[config.mk]
export PLATFORM = sky130hd
export DESIGN_NAME = clk_set_ctrl
export DESIGN_NICKNAME = d
export VERILOG_FILES = /design/src/rtl/clk_set_ctrl_pkg.sv /design/src/rtl/clk_set_ctrl_blink_timer.sv /design/src/rtl/clk_set_ctrl.sv
export SDC_FILE = /design/constraint.sdc
export NUM_CORES = 1
export LEC_CHECK = 0
export CAP_MARGIN = 40
export CORE_MARGIN = 8
export CORE_UTILIZATION = 25
export DETAILED_ROUTE_END_ITERATION = 12
export PLACE_DENSITY = 0.49
export SYNTH_ARGS = -nofsm -noshare
export SYNTH_HDL_FRONTEND = slang
export SYNTH_SLANG_ARGS = --single-unit
[constraint.sdc]
create_clock -name sysclk -period 2.5 [get_ports sysclk]
set_input_delay 0.5 -clock sysclk [delete_from_list [all_inputs] [get_ports sysclk]]
set_output_delay 0.5 -clock sysclk [all_outputs]
set_load 0.01 [all_outputs]
[src/rtl/clk_set_ctrl_pkg.sv]
// Shared types, defaults and field helpers for the time-setting controller.
package clk_set_ctrl_pkg;

  // Width of the idle and blink counters; wide enough for a 10 s timeout at 5 MHz.
  localparam int CNT_W = 26;

  localparam logic [CNT_W-1:0] DEF_TIMEOUT_CYC = 26'd50_000_000;
  localparam logic [CNT_W-1:0] DEF_BLINK_HALF  = 26'd1_250_000;

  localparam logic [4:0] HOUR_MAX   = 5'd23;
  localparam logic [5:0] MINSEC_MAX = 6'd59;

  // Set-time state machine encoding.
  typedef enum logic [1:0] {
    RUN    = 2'd0,
    S_HOUR = 2'd1,
    S_MIN  = 2'd2,
    S_SEC  = 2'd3
  } state_e;

  // The single action taken in a cycle after key priority is resolved.
  typedef enum logic [2:0] {
    ACT_NONE    = 3'd0,
    ACT_ENTER   = 3'd1,
    ACT_COMMIT  = 3'd2,
    ACT_ADVANCE = 3'd3,
    ACT_CLEAR   = 3'd4,
    ACT_INC     = 3'd5,
    ACT_ABORT   = 3'd6
  } action_e;

  // One-hot {hour, min, sec} of the field edited in a given state.
  function automatic logic [2:0] field_onehot(input state_e s);
    case (s)
      S_HOUR:  return 3'b100;
      S_MIN:   return 3'b010;
      S_SEC:   return 3'b001;
      default: return 3'b000;
    endcase
  endfunction

  // Hour increment with wrap; compares before adding so the sum never leaves 0..23.
  function automatic logic [4:0] hour_inc(input logic [4:0] h);
    return (h == HOUR_MAX) ? 5'd0 : h + 5'd1;
  endfunction

  // Minute/second increment with wrap at 59.
  function automatic logic [5:0] minsec_inc(input logic [5:0] v);
    return (v == MINSEC_MAX) ? 6'd0 : v + 6'd1;
  endfunction

endpackage

[src/rtl/clk_set_ctrl_blink_timer.sv]
// Idle-timeout counter and blink phase generator used while a field is being set.
module set_blink_timer
  import clk_set_ctrl_pkg::*;
#(
  parameter logic [CNT_W-1:0] TIMEOUT_CYC = DEF_TIMEOUT_CYC,
  parameter logic [CNT_W-1:0] BLINK_HALF  = DEF_BLINK_HALF
) (
  input  logic sysclk,
  input  logic rst_n,
  input  logic en,            // controller is in a set state
  input  logic kick,          // any key pulse this cycle
  input  logic restart_blink, // force the edited field visible
  output logic timeout,
  output logic blink_ph
);

  logic [CNT_W-1:0] idle_cnt_q, idle_cnt_d;
  logic [CNT_W-1:0] blink_cnt_q, blink_cnt_d;
  logic             blink_ph_q, blink_ph_d;

  // Terminal count is decoded from the register only, so a key in the same cycle still wins.
  assign timeout  = en && (idle_cnt_q == TIMEOUT_CYC - CNT_W'(1));
  assign blink_ph = blink_ph_q;

  // Next-state for the idle and blink counters.
  always_comb begin
    // NOTE: every always_comb output gets a default first so no path can infer a latch.
    idle_cnt_d  = idle_cnt_q;
    blink_cnt_d = blink_cnt_q;
    blink_ph_d  = blink_ph_q;

    if (!en || kick || restart_blink || timeout) begin
      idle_cnt_d = '0;
    end else begin
      idle_cnt_d = idle_cnt_q + CNT_W'(1);
    end

    if (!en || restart_blink) begin
      blink_cnt_d = '0;
      blink_ph_d  = 1'b1;
    end else if (blink_cnt_q == BLINK_HALF - CNT_W'(1)) begin
      blink_cnt_d = '0;
      blink_ph_d  = ~blink_ph_q;
    end else begin
      blink_cnt_d = blink_cnt_q + CNT_W'(1);
    end
  end

  // Counter and phase registers.
  always_ff @(posedge sysclk or negedge rst_n) begin
    // NOTE: every state register has an explicit reset value; blink_ph resets to 1 (visible).
    if (!rst_n) begin
      idle_cnt_q  <= '0;
      blink_cnt_q <= '0;
      blink_ph_q  <= 1'b1;
    end else begin
      // NOTE: sequential state uses non-blocking assignment so all flops update together.
      idle_cnt_q  <= idle_cnt_d;
      blink_cnt_q <= blink_cnt_d;
      blink_ph_q  <= blink_ph_d;
    end
  end

endmodule

[src/rtl/clk_set_ctrl.sv]
// Time-setting controller: set-state FSM, shadow hour/min/sec and commit strobe.
module clk_set_ctrl
  import clk_set_ctrl_pkg::*;
#(
  parameter logic [CNT_W-1:0] TIMEOUT_CYC = DEF_TIMEOUT_CYC,
  parameter logic [CNT_W-1:0] BLINK_HALF  = DEF_BLINK_HALF
) (
  input  logic       sysclk,
  input  logic       rst_n,
  input  logic       mode_sp,
  input  logic       mode_lp,
  input  logic       inc_sp,
  input  logic       inc_lp,
  input  logic [4:0] cur_hour,
  input  logic [5:0] cur_min,
  input  logic [5:0] cur_sec,
  output logic [4:0] set_hour,
  output logic [5:0] set_min,
  output logic [5:0] set_sec,
  output logic       load,
  output logic       setting,
  output logic [2:0] blink_mask
);

  state_e     state_q, state_d;
  logic [4:0] set_hour_q, set_hour_d;
  logic [5:0] set_min_q, set_min_d;
  logic [5:0] set_sec_q, set_sec_d;
  logic       load_q, load_d;

  action_e    act;
  logic       in_set;
  logic       kick;
  logic       restart_blink;
  logic       timeout;
  logic       blink_ph;

  assign in_set = (state_q != RUN);
  assign kick   = mode_sp | mode_lp | inc_sp | inc_lp;

  // Resolve coincident keys into one action: mode_lp > mode_sp > inc_lp > inc_sp > timeout.
  always_comb begin
    act = ACT_NONE;
    if (!in_set) begin
      if (mode_lp) act = ACT_ENTER;
    end else if (mode_lp) begin
      act = ACT_COMMIT;
    end else if (mode_sp) begin
      act = ACT_ADVANCE;
    end else if (inc_lp) begin
      act = ACT_CLEAR;
    end else if (inc_sp) begin
      act = ACT_INC;
    end else if (timeout) begin
      act = ACT_ABORT;
    end
  end

  // Blink restarts on every entry to S_HOUR and after any field edit.
  assign restart_blink = (act == ACT_ENTER) || (act == ACT_CLEAR) || (act == ACT_INC) ||
                         ((act == ACT_ADVANCE) && (state_q == S_SEC));

  set_blink_timer #(
    .TIMEOUT_CYC (TIMEOUT_CYC),
    .BLINK_HALF  (BLINK_HALF)
  ) u_timer (
    .sysclk        (sysclk),
    .rst_n         (rst_n),
    .en            (in_set),
    .kick          (kick),
    .restart_blink (restart_blink),
    .timeout       (timeout),
    .blink_ph      (blink_ph)
  );

  // Next state, shadow field updates and commit strobe.
  always_comb begin
    state_d    = state_q;
    set_hour_d = set_hour_q;
    set_min_d  = set_min_q;
    set_sec_d  = set_sec_q;
    load_d     = 1'b0;

    case (act)
      ACT_ENTER: begin
        state_d    = S_HOUR;
        set_hour_d = cur_hour;
        set_min_d  = cur_min;
        set_sec_d  = cur_sec;
      end
      ACT_COMMIT: begin
        state_d = RUN;
        load_d  = 1'b1;
      end
      ACT_ABORT: begin
        state_d = RUN;
      end
      ACT_ADVANCE: begin
        case (state_q)
          S_HOUR:  state_d = S_MIN;
          S_MIN:   state_d = S_SEC;
          default: state_d = S_HOUR;
        endcase
      end
      ACT_CLEAR: begin
        case (state_q)
          S_HOUR:  set_hour_d = 5'd0;
          S_MIN:   set_min_d  = 6'd0;
          default: set_sec_d  = 6'd0;
        endcase
      end
      ACT_INC: begin
        case (state_q)
          S_HOUR:  set_hour_d = hour_inc(set_hour_q);
          S_MIN:   set_min_d  = minsec_inc(set_min_q);
          default: set_sec_d  = minsec_inc(set_sec_q);
        endcase
      end
      default: begin
      end
    endcase
  end

  // State, shadow field and strobe registers.
  always_ff @(posedge sysclk or negedge rst_n) begin
    if (!rst_n) begin
      state_q    <= RUN;
      set_hour_q <= 5'd0;
      set_min_q  <= 6'd0;
      set_sec_q  <= 6'd0;
      load_q     <= 1'b0;
    end else begin
      state_q    <= state_d;
      set_hour_q <= set_hour_d;
      set_min_q  <= set_min_d;
      set_sec_q  <= set_sec_d;
      load_q     <= load_d;
    end
  end

  // setting and blink_mask decode flop outputs only; no input reaches them combinationally.
  assign set_hour   = set_hour_q;
  assign set_min    = set_min_q;
  assign set_sec    = set_sec_q;
  assign load       = load_q;
  assign setting    = in_set;
  assign blink_mask = field_onehot(state_q) & {3{blink_ph}};

endmodule

## Word level (Yosys, flattened, before mapping)

Index checks and enable logic that the tools add are counted.

| word-level totals | value |
|---|---|
| output and inout port bits | 22 |
| memory bits (writable) | 0 |
| register bits | 73 |
| bits in read-only memories | 0 |
| input port bits | 23 |
| latch bits | 0 |
| memories kept | 0 |
| logic and storage cells | 85 |

| cells by class | value |
|---|---|
| multiply operators | 0 |
| multiplexer cells | 28 |
| $lt $le $gt $ge | 0 |
| shift operators | 0 |
| add/sub/neg operators | 5 |
| bitwise gates (word level) | 5 |
| div/mod/pow operators | 0 |
| reduce and logical (&&, ||, !) cells | 19 |
| eq/ne operators | 20 |

Operators with widths:

| kind | count |
|---|---|
| two-way mux 26 bit | 3 |
| adder 26 x 1 -> 26 bit (second input constant) | 2 |
| two-way mux 6 bit | 6 |
| case mux 6 bit (3 select lines) | 2 |
| equality test 26 x 21 -> 1 bit (second input constant) | 1 |
| equality test 26 bit (second input constant) | 1 |
| two-way mux 3 bit | 6 |
| two-way mux 5 bit | 3 |
| case mux 5 bit (3 select lines) | 1 |
| adder 6 x 1 -> 6 bit (second input constant) | 2 |
| equality test 6 bit (second input constant) | 2 |
| equality test 3 bit (second input constant) | 3 |
| case mux 3 bit (3 select lines) | 1 |
| AND reduction 3 bit | 3 |
| != test 2 x 1 -> 1 bit (second input constant) | 4 |
| logical OR 1 bit | 7 |
| equality test 3 x 2 -> 1 bit (second input constant) | 2 |
| case mux 2 bit (3 select lines) | 1 |
| nonzero test 3 bit | 2 |
| adder 5 x 1 -> 5 bit (second input constant) | 1 |
| equality test 5 bit (second input constant) | 1 |
| equality test 2 bit (second input constant) | 2 |
| two-way mux 1 bit | 4 |
| != test 2 bit (second input constant) | 2 |
| 10 further kinds | 15 |

## Longest topological paths before layout

| logic depth | value |
|---|---|
| depth in word-level cells | 15 |
| gate-level depth with buffers | 9 |
| mapped depth without buffers | 7 |

## Modules after synthesis

From an unflattened synthesis, not the netlist that was laid out.

| unflattened totals | value |
|---|---|
| cell total of the unflattened synthesis | 452 |
| area total of the unflattened synthesis | 4262.8 µm² |

By module, submodules not included:

| module | sequential area each (µm²) | cells an instance | instances | area each (µm²) |
|---|---|---|---|---|
| set_blink_timer | 1327.5 | 295 | 1 | 2844.0 |
| clk_set_ctrl | 500.5 | 157 | 1 | 1418.9 |

## Least setup slack after synthesis

OpenSTA, ideal clock, no wires.

| path | value |
|---|---|
| path kind | reg2reg |
| start | register state_q[0] |
| end | register set_min_q[5] (netlist: set_min[5]) |
| stages on the path, launching flop included | 9 |
| arrival | 1873 ps |
| data required time | 2366 ps |
| buffers on the path | 2 |
| period minus slack after synthesis | 2007 ps |
| slack | 493 ps |
| setup time | 134 ps |
| cells stage by stage | dfrtp_1 > inv_1 > ha_1 > clkbuf_1 > nor3_1 > a21boi_0 > clkbuf_1 > a21oi_1 > o22ai_1 |

| between the ends | value |
|---|---|
| longest elaborated chain between the ends | 11 |
| elaborated cells on any way between the ends | 17 |
| classes of those cells | 6 x eq/ne; 7 x mux; 4 x reduce/logical |

RTL lines:

| item | RTL line | RTL |
|---|---|---|
| start, declared | clk_set_ctrl.sv:25 | `state_e state_q, state_d;` |
| start signal, assigned | clk_set_ctrl.sv:133 | `state_q <= state_d;` |
| nonzero test 2 bit | clk_set_ctrl.sv:38 | `assign in_set = (state_q != RUN);` |
| logical AND 1 bit | clk_set_ctrl_blink_timer.sv:22 | `assign timeout = en && (idle_cnt_q == TIMEOUT_CYC - CNT_W'(1));` |
| two-way mux 3 bit | clk_set_ctrl.sv:54 | `end else if (timeout) begin` |
| two-way mux 3 bit | clk_set_ctrl.sv:52 | `end else if (inc_sp) begin` |
| two-way mux 3 bit | clk_set_ctrl.sv:50 | `end else if (inc_lp) begin` |
| two-way mux 3 bit | clk_set_ctrl.sv:48 | `end else if (mode_sp) begin` |
| two-way mux 3 bit | clk_set_ctrl.sv:46 | `end else if (mode_lp) begin` |
| two-way mux 3 bit | clk_set_ctrl.sv:44 | `if (!in_set) begin` |
| equality test 3 bit / equality test 3 x 1 -> 1 bit (equally long branches) | clk_set_ctrl.sv:84 | `case (act)` |
| != test 2 x 1 -> 1 bit (no source line) / nonzero test 3 bit (equally long branches) | -- |  |
| AND reduction 3 bit (no source line) | -- |  |
| end signal, assigned | clk_set_ctrl.sv:135 | `set_min_q <= set_min_d;` |
| end, declared | clk_set_ctrl.sv:27 | `logic [5:0] set_min_q, set_min_d;` |

Parallel ways exist; a longest one is shown, timed or not.
A chain may end at the register's enable or synchronous reset.

## Final worst setup path

| path | value |
|---|---|
| start | register state_q[0] |
| end | output port setting |

| between the ends | value |
|---|---|
| longest elaborated chain between the ends | 1 |

RTL lines:

| item | RTL line | RTL |
|---|---|---|
| nonzero test 2 bit | clk_set_ctrl.sv:38 |  |
| end, declared | clk_set_ctrl.sv:21 | `output logic setting,` |

Every way passes these cells.

==> results.json <==
{
  "status": "complete, no violations",
  "io_buffer_count": 44,
  "dp_cells": 692,
  "cts_root_buffer": "clkbuf_16",
  "power.leakage_nw": 2.05,
  "layout.cells.most_common": "dfrtp_1",
  "htreeDepth": 3,
  "maxCapViolCount": 0,
  "yosysWarnings": 0,
  "hold_path.class": "in2async",
  "ant_nets": 0,
  "utilization": 0.323,
  "startpoint": "state_q[0]",
  "slew_viol_final": 0,
  "globalRouteMet2Util": 0.156,
  "final_area_mm2": 0.00511,
  "dr.pass1.iters": 4,
  "grt_pass1_wl_mm": 16.5,
  "powerDensity_mw_per_mm2": 861,
  "overflow": 0,
  "ys_ff_latch": 73,
  "dpl_cell_area_mm2": 0.00479,
  "synth.area.top_cells": "dfrtp_1 45%, nor2_1 6.4%, xor2_1 5.9%",
  "via_count": 3228,
  "crit_fanout": 9,
  "clk_pin_slew_worst_paths_ns": 0.06,
  "grt_use_met3": 0.0264,
  "grt_antenna_before_repair": 0,
  "synth.distinct_cells": 55,
  "mostFrequentLayoutCells": "71 x dfrtp_1, 69 x nor2_1, 43 x clkdlybuf4s50_1",
  "r2r-start": "state_q[1]",
  "drive_gt1_frac": 0.108,
  "syn-num-nets": 465,
  "die_width_um": 143,
  "grt-busiest-layer": "met2",
  "cp-endpoint": "setting",
  "setup_viol": 0,
  "die_h_um": 143,
  "clk_path_buf_depth": 2,
  "wl_per_cell_um": 13.7,
  "mappedNetlistArea_mm2": 0.00403,
  "final_nets": 521,
  "reg2reg_depth": 8,
  "finalCriticalPeriod_ns": 2.34,
  "place_congestion": 0.741,
  "synth_top_cell_area_share": 0.447,
  "cp-start-kind": "register",
  "synth-seq-area-share": 0.454,
  "drc": 0,
  "clk_latency_ns": 0.33,
  "grt_pass1_vias": 3318,
  "rsz0062_at_grt": "no",
  "finalSetupTns_ns": 0,
  "timing.slew.headroom": 0.591,
  "core_mm2": 0.0158,
  "yosys.area.top_type": "dfrtp_1",
  "synth_edf_count": 0,
  "grtUsageTotal": 0.100,
  "viasPerCell": 4.56,
  "final_hold_viol_count": 0,
  "syn_avg_cell_area_um2": 9.34,
  "final.setup_skew_ns": 0.00771,
  "layout.cells.non_filler": 708,
  "die_area_mm2": 0.0204,
  "drt_iter0_markers": 163,
  "area_growth_pct": 26.9,
  "crit_required_ns": 2.00,
  "worst_slew_pin_slew_ns": 0.608,
  "cts.sinks": 73,
  "cts_tree": "built",
  "postSynth.asyncResetShare": 1.00,
  "r2r_slack_ns": 0.30,
  "end_kind": "primary output",
  "boundaryPins": 45,
  "num_rows": 46,
  "wl_mm": 9.70,
  "ir_drop_v": 0.000370,
  "dpl.hpwl_mm": 7.06,
  "finalCritPeriodShare": 0.934,
  "grt_use_met1": 0.134,
  "arrival_ns": 1.84,
  "grt_max_degree": 39,
  "r2r_end": "u_timer.idle_cnt_q[15]",
  "max_freq_ghz": 0.428,
  "synthCells": 431,
  "critPathKind": "reg2out",
  "ys.flop_type": "dfrtp_1",
  "initial_core_util": 0.254,
  "antennaDiodeCount": 0,
  "cts_buffers": 9
}
==> routing by layer <==
metal | wire (µm) | vias to the layer above
li1 | - | 1608
met1 | 4720 | 1574
met2 | 4550 | 39
met3 | 346 | 7
met4 | 80 | 0
met5 | 0 | -
==> where the power goes <==
part	switching, mW	internal (mW)
Clock	0.510	0.871
Sequential	0.247	1.36
Combinational	0.704	0.713
==> registers in the layout, summed over array words and instances (netlist names) <==
| signal | flops |
|---|---|
| load | 1 |
| set_hour | 5 |
| set_min | 6 |
| set_sec | 6 |
| state_q | 2 |
| u_timer.blink_cnt_q | 26 |
| u_timer.blink_ph | 1 |
| u_timer.idle_cnt_q | 26 |
==> Yosys cell counts (6+ instances only) <==
cell,n
and3_1,6
dfrtp_1,72
xnor2_1,22
a21oi_1,20
nand4_1,12
nor3_1,9
nand3_1,24
ha_1,11
inv_1,13
nand2_1,38
o21ai_0,17
xor2_1,27
nor2_1,69
==> layout make-up <==
class,instances,area [µm²]
Clock inverter,7,95.1
Sequential cell,73,1830
Fill cell,1654,10700
Tap cell,216,270
Multi-Input combinational cell,330,2050
Inverter,13,48.8
Clock buffer,9,225
Timing Repair Buffer,60,596
==> through the flow <==
stage / hold WS, ns / total power [mW] / setup WS (ns)
2_1_floorplan: 0.204 / 2.32 / 0.493
3_3_place_gp: 0.470 / 3.06 / 0.198
3_5_place_dp: 0.476 / 3.05 / 0.190
4_1_cts: 0.172 / 4.46 / 0.0839
5_1_grt: 0.186 / 4.69 / 0.0496
6_report: 0.158 / 4.40 / 0.165
==> timing repair <==
item | CTS | global route
resized for setup | 1 | 1
buffers inserted | 0 | 0
cloned | 0 | 0
endpoints found under the setup margin | 1 | 1
hold buffers | 0 | 0
==> logic make-up after synthesis <==
group	after synthesis	share of synthesized area
buf+inv	28	0.0382
compound gates	63	0.0973
mux	2	0.00528
simple gates	205	0.264
flops	73	0.454
fa+ha+maj	11	0.0342
xor+xnor	49	0.107
==> worst min-delay path by stage <==
stage	from	to	slack (ns)	cells past startpoint
after floorplan	rst_n	load	0.20	0
after detailed placement	u_timer.blink_cnt_q[0]	u_timer.blink_cnt_q[0]	0.48	1
after CTS	rst_n	set_min[5]	0.17	1
final	rst_n	set_min[5]	0.16	1
after global placement	u_timer.blink_cnt_q[0]	u_timer.blink_cnt_q[0]	0.47	1
after global routing	rst_n	set_min[5]	0.19	1
==> critical path: stages, from the launching register on <==
cell and delay, ns:
dfrtp_2 0.44, inv_1 0.13, ha_2 0.30, inv_1 0.12, clkdlybuf4s50_1 0.51
Note: power is estimated with default switching activity, not from simulation.
